`src/rtl/uart_pkg.sv`:
```
`default_nettype none
// ============================================================================
// Module      : uart_pkg
// Description : Shared UART definitions: FSM state encodings and the
//               16x-oversampling tick constants used by the receiver (and by
//               a future transmitter).
// Contents    : ST_IDLE/ST_START/ST_DATA/ST_PARITY/ST_STOP (3-bit codes),
//               MID_TICK, LAST_TICK, OVERSAMPLE, max_int() helper.
// Revision    : 1.0 - initial release
// ============================================================================
package uart_pkg;

    // FSM state encodings (explicit 3-bit width)
    localparam logic [2:0] ST_IDLE   = 3'd0;
    localparam logic [2:0] ST_START  = 3'd1;
    localparam logic [2:0] ST_DATA   = 3'd2;
    localparam logic [2:0] ST_PARITY = 3'd3;
    localparam logic [2:0] ST_STOP   = 3'd4;

    // Oversampling: 16 ticks per bit, start bit checked at its centre (tick 7)
    localparam int MID_TICK   = 7;
    localparam int LAST_TICK  = 15;
    localparam int OVERSAMPLE = 16;

    function automatic int max_int(input int a, input int b);
        return (a > b) ? a : b;
    endfunction

endpackage : uart_pkg
`default_nettype wire

```
`src/rtl/rx_sync.sv`:
```
`default_nettype none
// ============================================================================
// Module      : rx_sync
// Description : Two-flop synchroniser for an asynchronous single-bit input.
//               Both flops load RESET_VAL while reset is low.
// Ports       : clock  in  system clock
//               reset  in  synchronous, active-low reset
//               d      in  asynchronous input
//               q      out synchronised output (2-cycle latency)
// Revision    : 1.0 - initial release
// ============================================================================
module rx_sync #(
    parameter logic RESET_VAL = 1'b1
) (
    input  logic clock,
    input  logic reset,
    input  logic d,
    output logic q
);

    logic r_meta;
    logic r_q;

    always_ff @(posedge clock) begin
        if (!reset) begin
            r_meta <= RESET_VAL;
            r_q    <= RESET_VAL;
        end else begin
            r_meta <= d;
            r_q    <= r_meta;
        end
    end

    assign q = r_q;

endmodule : rx_sync
`default_nettype wire

```
`src/rtl/uart_rx.sv`:
```
`default_nettype none
// ============================================================================
// Module      : uart_rx
// Description : 16x-oversampled UART receiver. Deserialises
//               start / data (LSB first) / [parity] / stop frames and presents
//               each word with a one-clock rx_done strobe.
// Parameters  : N_DATA       data bits per frame (5..9)
//               N_TICKS_STOP ticks spent in the stop bit (16, 24 or 32)
//               PARITY_ODD   parity sense with parity enabled: 0 even, 1 odd
// Ports       : clock      in  system clock
//               reset      in  synchronous, active-low reset
//               rx         in  asynchronous serial line, idle high
//               tick       in  16x baud sample strobe, one clock wide
//               dout       out last received word, held until next frame
//               rx_done    out one-clock pulse per completed frame
//               frame_err  out stop bit sampled low on last frame
//               parity_err out parity mismatch on last frame
// Config      : define UART_RX_PARITY_EN to receive one parity bit after the
//               data bits; otherwise parity_err is constant 0.
// Revision    : 1.0 - initial release
// ============================================================================
module uart_rx
    import uart_pkg::*;
#(
    parameter int N_DATA       = 8,
    parameter int N_TICKS_STOP = 16,
    parameter int PARITY_ODD   = 0
) (
    input  logic              clock,
    input  logic              reset,
    input  logic              rx,
    input  logic              tick,
    output logic [N_DATA-1:0] dout,
    output logic              rx_done,
    output logic              frame_err,
    output logic              parity_err
);

    // Tick counter must reach both LAST_TICK and the stop-bit length
    localparam int c_s_max = max_int(LAST_TICK, N_TICKS_STOP - 1);
    localparam int c_s_w   = $clog2(c_s_max + 1);
    localparam int c_n_w   = (N_DATA > 1) ? $clog2(N_DATA) : 1;

    localparam logic [c_s_w-1:0] c_s_mid  = c_s_w'(MID_TICK);
    localparam logic [c_s_w-1:0] c_s_last = c_s_w'(LAST_TICK);
    localparam logic [c_s_w-1:0] c_s_stop = c_s_w'(N_TICKS_STOP - 1);
    localparam logic [c_n_w-1:0] c_n_last = c_n_w'(N_DATA - 1);

    logic              w_rx_s;
    logic [2:0]        r_state;
    logic [c_s_w-1:0]  r_s;
    logic [c_n_w-1:0]  r_n;
    logic [N_DATA-1:0] r_b;
`ifdef UART_RX_PARITY_EN
    logic              r_par_lat;
`endif

    rx_sync #(
        .RESET_VAL (1'b1)
    ) u_rx_sync (
        .clock (clock),
        .reset (reset),
        .d     (rx),
        .q     (w_rx_s)
    );

    always_ff @(posedge clock) begin
        if (!reset) begin
            r_state    <= ST_IDLE;
            r_s        <= '0;
            r_n        <= '0;
            r_b        <= '0;
            dout       <= '0;
            rx_done    <= 1'b0;
            frame_err  <= 1'b0;
            parity_err <= 1'b0;
`ifdef UART_RX_PARITY_EN
            r_par_lat  <= 1'b0;
`endif
        end else begin
            rx_done <= 1'b0;
            case (r_state)
                ST_IDLE: begin
                    // Start detection does not wait for a tick
                    if (!w_rx_s) begin
                        r_state <= ST_START;
                        r_s     <= '0;
                    end
                end

                ST_START: begin
                    if (tick) begin
                        if (r_s == c_s_mid) begin
                            // Still low at the start-bit centre: real frame.
                            // Counting 16 more ticks lands on each data centre.
                            if (!w_rx_s) begin
                                r_state <= ST_DATA;
                                r_s     <= '0;
                                r_n     <= '0;
                            end else begin
                                r_state <= ST_IDLE;
                            end
                        end else begin
                            r_s <= r_s + 1'b1;
                        end
                    end
                end

                ST_DATA: begin
                    if (tick) begin
                        if (r_s == c_s_last) begin
                            r_s <= '0;
                            r_b <= {w_rx_s, r_b[N_DATA-1:1]};
                            if (r_n == c_n_last) begin
`ifdef UART_RX_PARITY_EN
                                r_state <= ST_PARITY;
`else
                                r_state <= ST_STOP;
`endif
                            end else begin
                                r_n <= r_n + 1'b1;
                            end
                        end else begin
                            r_s <= r_s + 1'b1;
                        end
                    end
                end

`ifdef UART_RX_PARITY_EN
                ST_PARITY: begin
                    if (tick) begin
                        if (r_s == c_s_last) begin
                            r_par_lat <= ((^r_b) ^ w_rx_s) != 1'(PARITY_ODD);
                            r_s       <= '0;
                            r_state   <= ST_STOP;
                        end else begin
                            r_s <= r_s + 1'b1;
                        end
                    end
                end
`endif

                ST_STOP: begin
                    if (tick) begin
                        if (r_s == c_s_stop) begin
                            // Framing-error frames still deliver their data
                            dout      <= r_b;
                            frame_err <= ~w_rx_s;
`ifdef UART_RX_PARITY_EN
                            parity_err <= r_par_lat;
`else
                            parity_err <= 1'b0;
`endif
                            rx_done   <= 1'b1;
                            r_state   <= ST_IDLE;
                        end else begin
                            r_s <= r_s + 1'b1;
                        end
                    end
                end

                default: begin
                    r_state <= ST_IDLE;
                end
            endcase
        end
    end

endmodule : uart_rx
`default_nettype wire

```
`config.mk`:
```
export PLATFORM = sky130hd
export DESIGN_NAME = uart_rx
export DESIGN_NICKNAME = d
export VERILOG_FILES = /design/src/rtl/uart_pkg.sv /design/src/rtl/rx_sync.sv /design/src/rtl/uart_rx.sv
export SDC_FILE = /design/constraint.sdc
export NUM_CORES = 1
export LEC_CHECK = 0
export CORE_ASPECT_RATIO = 0.8
export CORE_MARGIN = 2
export CORE_UTILIZATION = 35
export CTS_CLUSTER_DIAMETER = 50
export CTS_CLUSTER_SIZE = 16
export DETAILED_ROUTE_END_ITERATION = 16
export PLACE_DENSITY = 0.58
export SLEW_MARGIN = 5
export SYNTH_ARGS = -nofsm -noshare
export SYNTH_HDL_FRONTEND = slang
export SYNTH_SLANG_ARGS = --single-unit
```
`constraint.sdc`:
```
create_clock -name clock -period 2.5 [get_ports clock]
set_clock_uncertainty 0.15 [all_clocks]
set_input_delay 0.5 -clock clock [delete_from_list [all_inputs] [get_ports clock]]
set_output_delay 0.5 -clock clock [all_outputs]
set_load 0.01 [all_outputs]
```
---- Word-level counts from Yosys, hierarchy flattened ----
Cells that the tools add are included.
operators by class
  add/subtract/negate cells ............... 2
  eq/ne operators ......................... 17
  multiplexer cells ....................... 26
  bitwise logic cells ..................... 1
  reduce and logical (&&, ||, !) cells .... 9
operators by type and width
  operator               number
  $mux W3                14
  $mux W4                7
  $ne A2 B2 Y1 const B   11
  $pmux W4 S4            1
  $pmux W3 S4            1
  $reduce_and A3 Y1      3
  $reduce_and A8 Y1      1
  $reduce_and A7 Y1      1
  $eq A3 B3 Y1 const B   2
  $pmux W3 S2            1
  $reduce_and A5 Y1      1
  $add A4 B1 Y4 const B  1
  $eq A4 B3 Y1 const B   1
  $eq A4 B4 Y1 const B   1
  $reduce_bool A4 Y1     1
  $add A3 B1 Y3 const B  1
  $eq A3 B1 Y1 const B   1
  $eq A3 B2 Y1 const B   1
  $logic_not A3 Y1       1
  $mux W2                1
  $reduce_bool A2 Y1     1
  $mux W1                1
  $not A1 Y1             1
word-level totals
  register bits ........................... 30
  input bits .............................. 4
  output and inout port bits .............. 11

---- Depth between registers and ports, before layout ----
Gate-level depths: netlist of the first run.
  word-level depth ........................ 5
  depth in mapped cells ................... 6

---- Hierarchy ----
From an unflattened synthesis of the first run, not the netlist that was laid out.
unflattened totals
  cells, all modules ...................... 165
  area total of the unflattened synthesis .. 1,480.2 um2
modules (own cells, without submodules)
  module   times used  cells an instance  area an instance (um2)
  uart_rx  1           161                1,427.6
  rx_sync  1           4                  52.6

---- Worst setup path after synthesis of the first run ----
Ideal clock, no wire load.
  path type ............................... register -> register
  start point ............................. reg r_s[0]
  end point ............................... reg r_state[1]
  setup time .............................. 0.072 ns
  arrival ................................. 1.449 ns
  data required time ...................... 2.278 ns
  path slack .............................. 0.829 ns
  stages on the path, launching flop included .. 6
  path buffers ............................ 0
  period minus slack after synthesis ...... 1.671 ns
  cell sequence ........................... dfxtp_1 -> ha_1 -> nand4_2 -> inv_1 -> o311ai_1 -> mux2i_1
on the way
  cells in the longest elaborated chain, start to end .. 3
  elaborated cells between the ends (all ways) .. 6
  those cells by class .................... eq/ne: 5; reduce/logical: 1
RTL lines
  element                                       line                                           source
  start: declaration                            uart_rx.sv:51                                  logic [c_s_w-1:0] r_s;
  start signal: assignment                      uart_rx.sv:104                                 r_s <= r_s + 1'b1;
  start signal: assignment                      uart_rx.sv:124                                 r_s <= r_s + 1'b1;
  start signal: assignment                      uart_rx.sv:157                                 r_s <= r_s + 1'b1;
  $eq A4 B4 Y1 or $eq A4 B3 Y1 (tied branches)  uart_rx.sv:111, uart_rx.sv:145, uart_rx.sv:93
  $ne A2 B2 Y1 (no source line)                 n/a
  $reduce_and A8 Y1 (no source line) *          n/a
  end signal: assignment                        uart_rx.sv:118                                 r_state <= ST_STOP;
  end signal: assignment                        uart_rx.sv:155                                 r_state <= ST_IDLE;
  end signal: assignment                        uart_rx.sv:163                                 r_state <= ST_IDLE;
  end: declaration                              uart_rx.sv:50                                  logic [2:0] r_state;
Every way passes the cells marked *; elsewhere a longest branch is shown, timed or not.
A chain may end at the register's enable or synchronous reset.

---- Final worst setup path of the first run ----
  start point ............................. reg r_state[0]
  end point ............................... reg r_s[0]
on the way
  cells in the longest elaborated chain, start to end .. 3
  elaborated cells between the ends (all ways) .. 11
  those cells by class .................... eq/ne: 7; mux: 1; reduce/logical: 3
RTL lines
  element                                                              line           source
  start signal: assignment                                             uart_rx.sv:69  r_state <= ST_IDLE;
  start signal: assignment                                             uart_rx.sv:86  r_state <= ST_START;
  start signal: assignment                                             uart_rx.sv:97  r_state <= ST_DATA;
  $eq A3 B3 Y1 (tied with other cells)                                 uart_rx.sv:82  case (r_state)
  $reduce_bool A4 Y1 (no source line) or $ne A2 B2 Y1 (tied branches)  n/a
  $reduce_and A5 Y1 (no source line)                                   n/a
Parallel ways exist; a longest one is shown, timed or not.

==> impl_metrics.toml, run 1 <==
[status]
outcome = "completed"

[synth]
ys_seq_area_frac = 0.396
synth_cell_types = 40
avgSynthCellArea_um2 = 9.78
yosys.area.top_type = "dfxtp_1"
ys_warn_count = 0
synth_seq_cells = 30
syn_inst = 155
synth_top_flop_cell = "dfxtp_1"
synth_edf_count = 0
synthDominantCellAreaShare = 0.396
syn_area_mm2 = 0.00152
ys_top_cells_by_count = "dfxtp_1, mux2i_1, nor2b_1"
yosys.cell_count.top_type = "dfxtp_1"
synth_top_cells_by_area = "dfxtp_1, mux2i_1, nor2b_1"
syn-num-nets = 162
synthArstFlopShare = 0

[routing]
vias_per_cell = 4.98
drt_iter0_drc = 32
routed_wl_um = 2740
ant_nets = 0
vias = 1110
wl_per_cell_um = 12.3
firstDrtPassIters = 4
drc_errors = 0

[pwr]
p_per_area_mw_per_mm2 = 507
leakagePower_uw = 0.000625
ir_drop_uv = 279

[layout]
stdcell_count = 223
drive_gt1_frac = 0.0723
finish.utilization = 0.420
nets = 174
areaGrowthSynthToFinish_pct = 15.7
antenna_cells = 0

[worst_setup_path]
worstReg2RegStart = "r_state[0]$_SDFFE_PN0P_"
cp-start-kind = "register"
startpoint = "r_state[0]$_SDFFE_PN0P_"
timing.rr.end = "r_s[0]$_SDFFE_PN0P_"
path_max_fanout = 17
required_ns = 2.49
cp-end-kind = "register"
reg2reg_slack_ns = 0.44
reg2reg_depth = 4
worstPathArrival_ns = 2.05
critPathKind = "reg -> reg"

[die]
rows = 21
die_h_um = 62.9
start_util = 0.363
num_io_pins = 15
coreArea_mm2 = 0.00418
die_w_um = 77.6
die_area_mm2 = 0.00488

[clock_network]
cts_hold_buf = 0
root_buffer = "clkbuf_8"
htreeDepth = 2
clock_sinks = 30
clock_path_buffers = 2
clk_pin_slew_ns = 0.06
cts.repair.resized = 0
cts_tree = "done"
clock_latency_ns = 0.27
cts_setup_buffers = 0
cts_buffers = 5

[sta]
worstMarginPinSlew_ns = 0.573
setup_ws_ns = 0.440
hold_viol = 0
fin_crit_sh = 0.824
slew_violations = 0
relSlewSlack = 0.618
holdWs_ns = 0.255
rsz0062_at_grt = "false"
finalSetupTns_ns = 0
finalSetupViolations = 0
period_needed_ns = 2.06
max_freq_mhz = 485

[placement]
gp_congestion = 0.822
port_buffers = 13
place_ws_ns = 0.200
dp_hpwl_um = 1920
dp_cells = 217

[hold_path]
holdPathStages = 1
hp-class = "reg -> reg"
worstHoldStart = "u_rx_sync.r_meta$_SDFF_PN1_"
holdPathEnd = "u_rx_sync.q$_SDFF_PN1_"

[grt]
grt_pass1_wl_um = 4850
grt_pass1_vias = 1063
grt.total_usage = 0.124
grt_max_degree = 38
grt_antenna_before_repair = 0
grt_overflow = 0

[job]
cap_violations = 0
==> logic make-up (layout without fill, tap and decap cells) <==
family	count (synthesis)	after routing	synth area share
other cells	1	1	0.00247
compound gates	22	22	0.106
mux	21	21	0.139
xor+xnor	2	2	0.0116
fa+ha+maj	3	3	0.0248
buf+inv	11	22	0.0404
simple gates	65	65	0.281
flops	30	30	0.396
==> cells in the final DEF, fill, tap and decap left out, types with 3 or more instances in the layout <==
master and count:
nand2b_1 3, nor2_1 4, a21oi_1 5, ha_1 3, and2_1 3, clkbuf_8 6
nand3_1 4, mux2i_1 21, dfxtp_1 30, nand2_1 11, o21a_1 4, o21ai_0 3
or3b_1 4, clkdlybuf4s50_1 13, nor2b_1 20, nor4bb_1 3
==> per-stage QoR <==
| step | power, uW | instance area (um2) |
|---|---|---|
| 5_1_grt | 934 | 1750 |
| 3_5_place_dp | 529 | 1670 |
| 4_1_cts | 906 | 1750 |
| 2_1_floorplan | 520 | 1520 |
| 3_3_place_gp | 529 | 1670 |
| 6_report | 889 | 1750 |
==> how the worst max path moves through the flow <==
stage	slack [ns]	end	cells after the start
2_1_floorplan	0.83	r_state[1]$_SDFFE_PN0P_	5
3_3_place_gp	0.26	r_b[7]$_SDFFE_PN0P_	5
3_5_place_dp	0.20	r_b[6]$_SDFFE_PN0P_	5
4_1_cts	0.43	r_s[0]$_SDFFE_PN0P_	4
5_1_grt	0.33	r_s[0]$_SDFFE_PN0P_	4
6_report	0.44	r_s[0]$_SDFFE_PN0P_	4
==> per-layer routing <==
metal | global-route usage | wire length (um) | share of wire | vias to the layer above
li1 | - | - | - | 565
met1 | 0.154 | 1330 | 0.49 | 523
met2 | 0.193 | 1270 | 0.46 | 20
met3 | 0.0419 | 116 | 0.042 | 2
met4 | 0.0580 | 20 | 0.0073 | 0
met5 | 0 | 0 | 0 | -
==> area by class of cell <==
| type | count | area, um2 |
|---|---|---|
| clock buffer | 6 | 82.6 |
| fill | 423 | 2420 |
| inverter | 2 | 7.51 |
| multi-input combinational | 114 | 855 |
| sequential | 30 | 601 |
| tap | 57 | 71.3 |
| timing repair buffer | 14 | 138 |
==> where the power goes <==
part	internal [uW]	switching, uW	total [uW]
logic	17.9	17.3	35.2
clock network	212	158	370
registers	480	3.53	484
==> state kept, by name (all words and copies together), names as in the netlist <==
register,flops
dout,8
r_b,8
r_state,3
u_rx_sync.r_meta,1
r_n,3
r_s,4
rx_done,1
frame_err,1
u_rx_sync.q,1
==> worst max-delay path, stage by stage, from the launching register on <==
cell      delay [ns]
dfxtp_1         0.62
or3b_4          0.47
o221a_1         0.28
a211oi_2        0.27
o22ai_1         0.14
(Power assumes the default switching activity.)
==> run 2: changes to the inputs <==
Settings changed: PLACE_DENSITY 0.58 to 0.6.
Clock period 2.5 ns to 1.8 ns, I/O delays scaled along.
==> run 2 against run 1 <==
  * Power increased by 59%
  * Fmax increased by 19%
  * Final cell count increased by 5.8%
  * Flip-flop and latch count unchanged
  * Sequential power increased by 38%
  * Clock power increased by 86%
  * Core utilization increased by 4.2 points
  * Final area increased by 10%
==> impl_metrics.toml, run 2 (synthesized netlist as in run 1, its figures left out) <==
[hold_path]
holdPathEnd = "u_rx_sync.q$_SDFF_PN1_"
hp-class = "reg -> reg"
holdPathStages = 1
worstHoldStart = "u_rx_sync.r_meta$_SDFF_PN1_"

[layout]
drive_gt1_frac = 0.173
nets = 186
top_regs = "dout: 8 flops, r_b: 8 flops, r_s: 4 flops"
layout_common_cells = "dfxtp_1, mux2i_1, nor2b_1, clkdlybuf4s50_1"
antenna_cells = 0
fillers = 389
fin_area_mm2 = 0.00193
areaGrowthSynthToFinish_pct = 27.2
mostFrequentLayoutCell = "dfxtp_1"
stdcell_count = 236

[clock_network]
cts_hold_buf = 0
cts_setup_buffers = 0
clock_sinks = 30
clock_latency_ns = 0.28
clock_path_buffers = 2
cts_buffers = 5
htreeDepth = 2
root_buffer = "clkbuf_8"
clk_pin_slew_ns = 0.06
cts_tree = "done"

[routing]
routed_wl_um = 2900
ant_nets = 0
drt_iter0_drc = 35
drc_errors = 0
wl_per_cell_um = 12.3
vias_per_cell = 4.88
firstDrtPassIters = 4
vias = 1152

[job]
cap_violations = 0

[pwr]
finalPower_uw = 1420
ir_drop_uv = 317
p_per_area_mw_per_mm2 = 734
leakagePower_uw = 0.000731

[sta]
max_freq_mhz = 577
period_needed_ns = 1.73
slew_violations = 0
rsz0062_at_grt = "false"
fin_crit_sh = 0.962
finalSetupTns_ns = 0
setup_ws_ns = 0.0679
worstMarginPinSlew_ns = 0.522
hold_viol = 0
relSlewSlack = 0.649
finalSetupViolations = 0

[placement]
gp_congestion = 0.825
port_buffers = 13
dp_cells = 229
place_ws_ns = -0.269
place_area_mm2 = 0.00179
dp_hpwl_um = 2050

[die]
die_w_um = 77.6
start_util = 0.363
coreArea_mm2 = 0.00418
die_h_um = 62.9
die_area_mm2 = 0.00488
rows = 21
num_io_pins = 15

[status]
outcome = "completed"

[worst_setup_path]
worstReg2RegStart = "r_state[1]$_SDFFE_PN0P_"
worstPathArrival_ns = 1.74
required_ns = 1.80
reg2reg_depth = 4
timing.rr.end = "r_s[1]$_SDFFE_PN0P_"
cp-end-kind = "register"
cp-start-kind = "register"
path_max_fanout = 10
critPathKind = "reg -> reg"
reg2reg_slack_ns = 0.07

[grt]
grt.total_usage = 0.130
grt_overflow = 0
grt_max_degree = 38
grt_pass1_vias = 1110
grt_antenna_before_repair = 0
grt_pass1_wl_um = 5020
## run 2: final cells by class
type / count / area (um2) / share of cell area
multi-input combinational: 114 / 877 / 0.455
sequential: 30 / 606 / 0.314
timing repair buffer: 26 / 255 / 0.132
clock buffer: 6 / 82.6 / 0.0428
tap: 57 / 71.3 / 0.0370
clock inverter: 1 / 30.0 / 0.0156
inverter: 2 / 7.51 / 0.00389
## run 2: per-stage QoR
step,utilization,hold WS [ns]
finish,0.462,0.254
global route,0.462,0.284
CTS,0.455,0.256
detailed placement,0.428,0.241
global placement,0.428,0.242
floorplan,-,0.236
## run 2: repair_timing
| action | 4_1_cts | 5_1_grt |
|---|---|---|
| cloned | 0 | 0 |
| pin swaps | 1 | 1 |
| gates resized for setup | 1 | 8 |
| setup endpoints to repair | 3 | 25 |
## run 2: critical path: stages (launching register included)
cell	delay, ns
dfxtp_2	0.37
or3b_4	0.44
o221a_1	0.29
a211oi_2	0.23
o22ai_1	0.13
## run 2: report_power, final
group          leakage, uW  total [uW]  internal [uW]  switching, uW
clock network    0.0000573         688            442            246
logic             0.000429        57.7           29.9           27.7
registers         0.000244         670            667           3.07
## run 2: routing by layer
layer / up-vias / part of all wire / GRT usage
met1: 538 / 0.49 / 0.161
met4: 0 / 0.012 / 0.0558
li1: 593 / - / -
met5: - / 0 / 0
met2: 15 / 0.47 / 0.196
met3: 6 / 0.034 / 0.0549
## run 2: worst max-delay path by stage
stage                            startpoint                       to  slack [ns]  cells past startpoint
floorplan               r_s[0]$_SDFFE_PN0P_  r_state[1]$_SDFFE_PN0P_        0.13                      5
global placement                       tick      r_b[0]$_SDFFE_PN0P_       -0.26                      6
detailed placement                     tick      r_b[4]$_SDFFE_PN0P_       -0.27                      6
CTS                     r_s[0]$_SDFFE_PN0P_  r_state[1]$_SDFFE_PN0P_        0.02                      6
global route        r_state[0]$_SDFFE_PN0P_      r_s[1]$_SDFFE_PN0P_        0.02                      4
finish              r_state[1]$_SDFFE_PN0P_      r_s[1]$_SDFFE_PN0P_        0.07                      4
==> run 3: changes to the inputs <==
Settings changed: CELL_PAD_IN_SITES_DETAIL_PLACEMENT set to 0, CELL_PAD_IN_SITES_GLOBAL_PLACEMENT set to 1, PLACE_DENSITY 0.6 to 0.73.
==> run 3 against run 2 <==
  * Fmax fell by 0.79%
  * Global-route usage down 1.2 points
  * Non-clock buffer count fell by 1
  * Final cell count stayed put
  * Die area stayed put
  * Highest routed layer unchanged
  * Via count shrank 0.35%
  * Sequential share of layout area increased by 0.53 points
  * Core utilization down 0.96 points
  * Critical endpoint is now r_s[0]$_SDFFE_PN0P_
  * Combinational power grew 4.7%
  * Register-to-register slack about the same
==> impl_metrics.toml, run 3 (synthesized netlist as in run 1, its figures left out) <==
[status]
outcome = "completed"

[die]
start_util = 0.363
die_area_mm2 = 0.00488
die_w_um = 77.6
rows = 21
die_h_um = 62.9
coreArea_mm2 = 0.00418
num_io_pins = 15

[pwr]
p_sw_uw = 276
power.share.sequential = 0.523
p_comb_frac = 0.047
pwr-share-clk = 0.430
p_int_uw = 1010
finalPower_uw = 1280
leakagePower_uw = 0.000700
p_per_area_mw_per_mm2 = 678
ir_drop_uv = 396
p_sw_frac = 0.215

[routing]
wl_met1_um = 1410
wl_per_cell_um = 12.0
vias = 1148
ant_nets = 0
wl_met3_um = 69
drt_iter0_drc = 36
top_layer = "met4"
drc_errors = 0
vias_per_cell = 4.86
dr_wl_met2_um = 1330
routed_wl_um = 2830
firstDrtPassIters = 6

[sta]
hold_viol = 0
finalSetupViolations = 0
worstMarginPinSlew_ns = 0.612
fin_crit_sh = 0.970
period_needed_ns = 1.75
relSlewSlack = 0.588
max_freq_mhz = 573
holdWs_ns = 0.261
slew_violations = 0

[grt]
grt_antenna_before_repair = 0
grt.total_usage = 0.118
grt_max_degree = 38
grt_pass1_vias = 1036
grt_overflow = 0
grt_pass1_wl_um = 4580

[worst_setup_path]
timing.rr.end = "r_s[0]$_SDFFE_PN0P_"
worstPathArrival_ns = 1.75
reg2reg_slack_ns = 0.05
path_max_fanout = 5
required_ns = 1.80
cp-end-kind = "register"
cp-start-kind = "register"
startpoint = "r_state[0]$_SDFFE_PN0P_"
critPathKind = "reg -> reg"
reg2reg_depth = 4
worstReg2RegStart = "r_state[0]$_SDFFE_PN0P_"

[clock_network]
cts_tree = "done"
clock_path_buffers = 2
cts_buffers = 5
clk_pin_slew_ns = 0.07
htreeDepth = 2
clock_sinks = 30
root_buffer = "clkbuf_8"
clock_latency_ns = 0.27

[layout]
top_regs = "dout: 8 flops, r_b: 8 flops, r_s: 4 flops"
antenna_cells = 0
finish.utilization = 0.452
layout_common_cells = "dfxtp_1, mux2i_1, nor2b_1, clkdlybuf4s50_1, nand2_1"
mostFrequentLayoutCell = "dfxtp_1"
fillers = 406
fin_area_mm2 = 0.00189
drive_gt1_frac = 0.168
stdcell_count = 236
nets = 185
areaGrowthSynthToFinish_pct = 24.6

[hold_path]
holdPathEnd = "u_rx_sync.q$_SDFF_PN1_"
holdPathStages = 1
hp-class = "reg -> reg"
worstHoldStart = "u_rx_sync.r_meta$_SDFF_PN1_"

[job]
cap_violations = 0

[placement]
dp_cells = 227
place_area_mm2 = 0.00177
port_buffers = 13
gp_congestion = 0.802
dp_hpwl_um = 2030
## run 3: cell type report
cell class | instances | area (um2) | area share
flip-flops and latches | 30 | 603 | 0.319
well taps | 57 | 71.3 | 0.0377
inverters | 2 | 7.51 | 0.00397
repair buffers | 25 | 248 | 0.131
clock buffers | 6 | 82.6 | 0.0437
multi-input cells | 114 | 865 | 0.458
clock inverters | 2 | 12.5 | 0.00662
## run 3: worst max-delay path, cell delays in order, from the launching register on
cell and delay [ns]:
dfxtp_2 0.36, or3b_4 0.42, o221a_1 0.27, a211oi_2 0.31
o22ai_1 0.13
## run 3: worst max-delay path by stage
stage | endpoint | slack (ns)
global route | r_s[0]$_SDFFE_PN0P_ | -0.004
CTS | r_b[1]$_SDFFE_PN0P_ | -0.001
detailed placement | r_b[1]$_SDFFE_PN0P_ | -0.29
floorplan | r_state[1]$_SDFFE_PN0P_ | 0.13
global placement | r_b[6]$_SDFFE_PN0P_ | -0.27
finish | r_s[0]$_SDFFE_PN0P_ | 0.05
## run 3: metal layers
metal	vias up	GRT usage
met3	4	0.0405
met4	0	0.0357
met5	-	0
met2	12	0.192
met1	543	0.148
li1	589	-
## run 3: power groups by stage
stage	Combinational [uW]	Clock (uW)	Sequential, uW
2_1_floorplan	38.7	0	684
6_report	60.4	552	670
3_5_place_dp	59.7	0	684
3_3_place_gp	58.6	0	684
4_1_cts	59.8	570	669
5_1_grt	66.5	610	669
## run 3: metrics by stage
step	setup TNS, ns	worst slack (ns)
3_5_place_dp	-6.23	-0.285
4_1_cts	-0.00126	-0.00126
6_report	0	0.0540
2_1_floorplan	0	0.129
3_3_place_gp	-5.13	-0.266
5_1_grt	-0.00398	-0.00398
## run 3: timing repair
action	CTS	global route
setup buffers	0	1
hold buffers	0	0
pin swaps	1	6
gates resized for setup	0	7
endpoints found under the setup margin	3	25
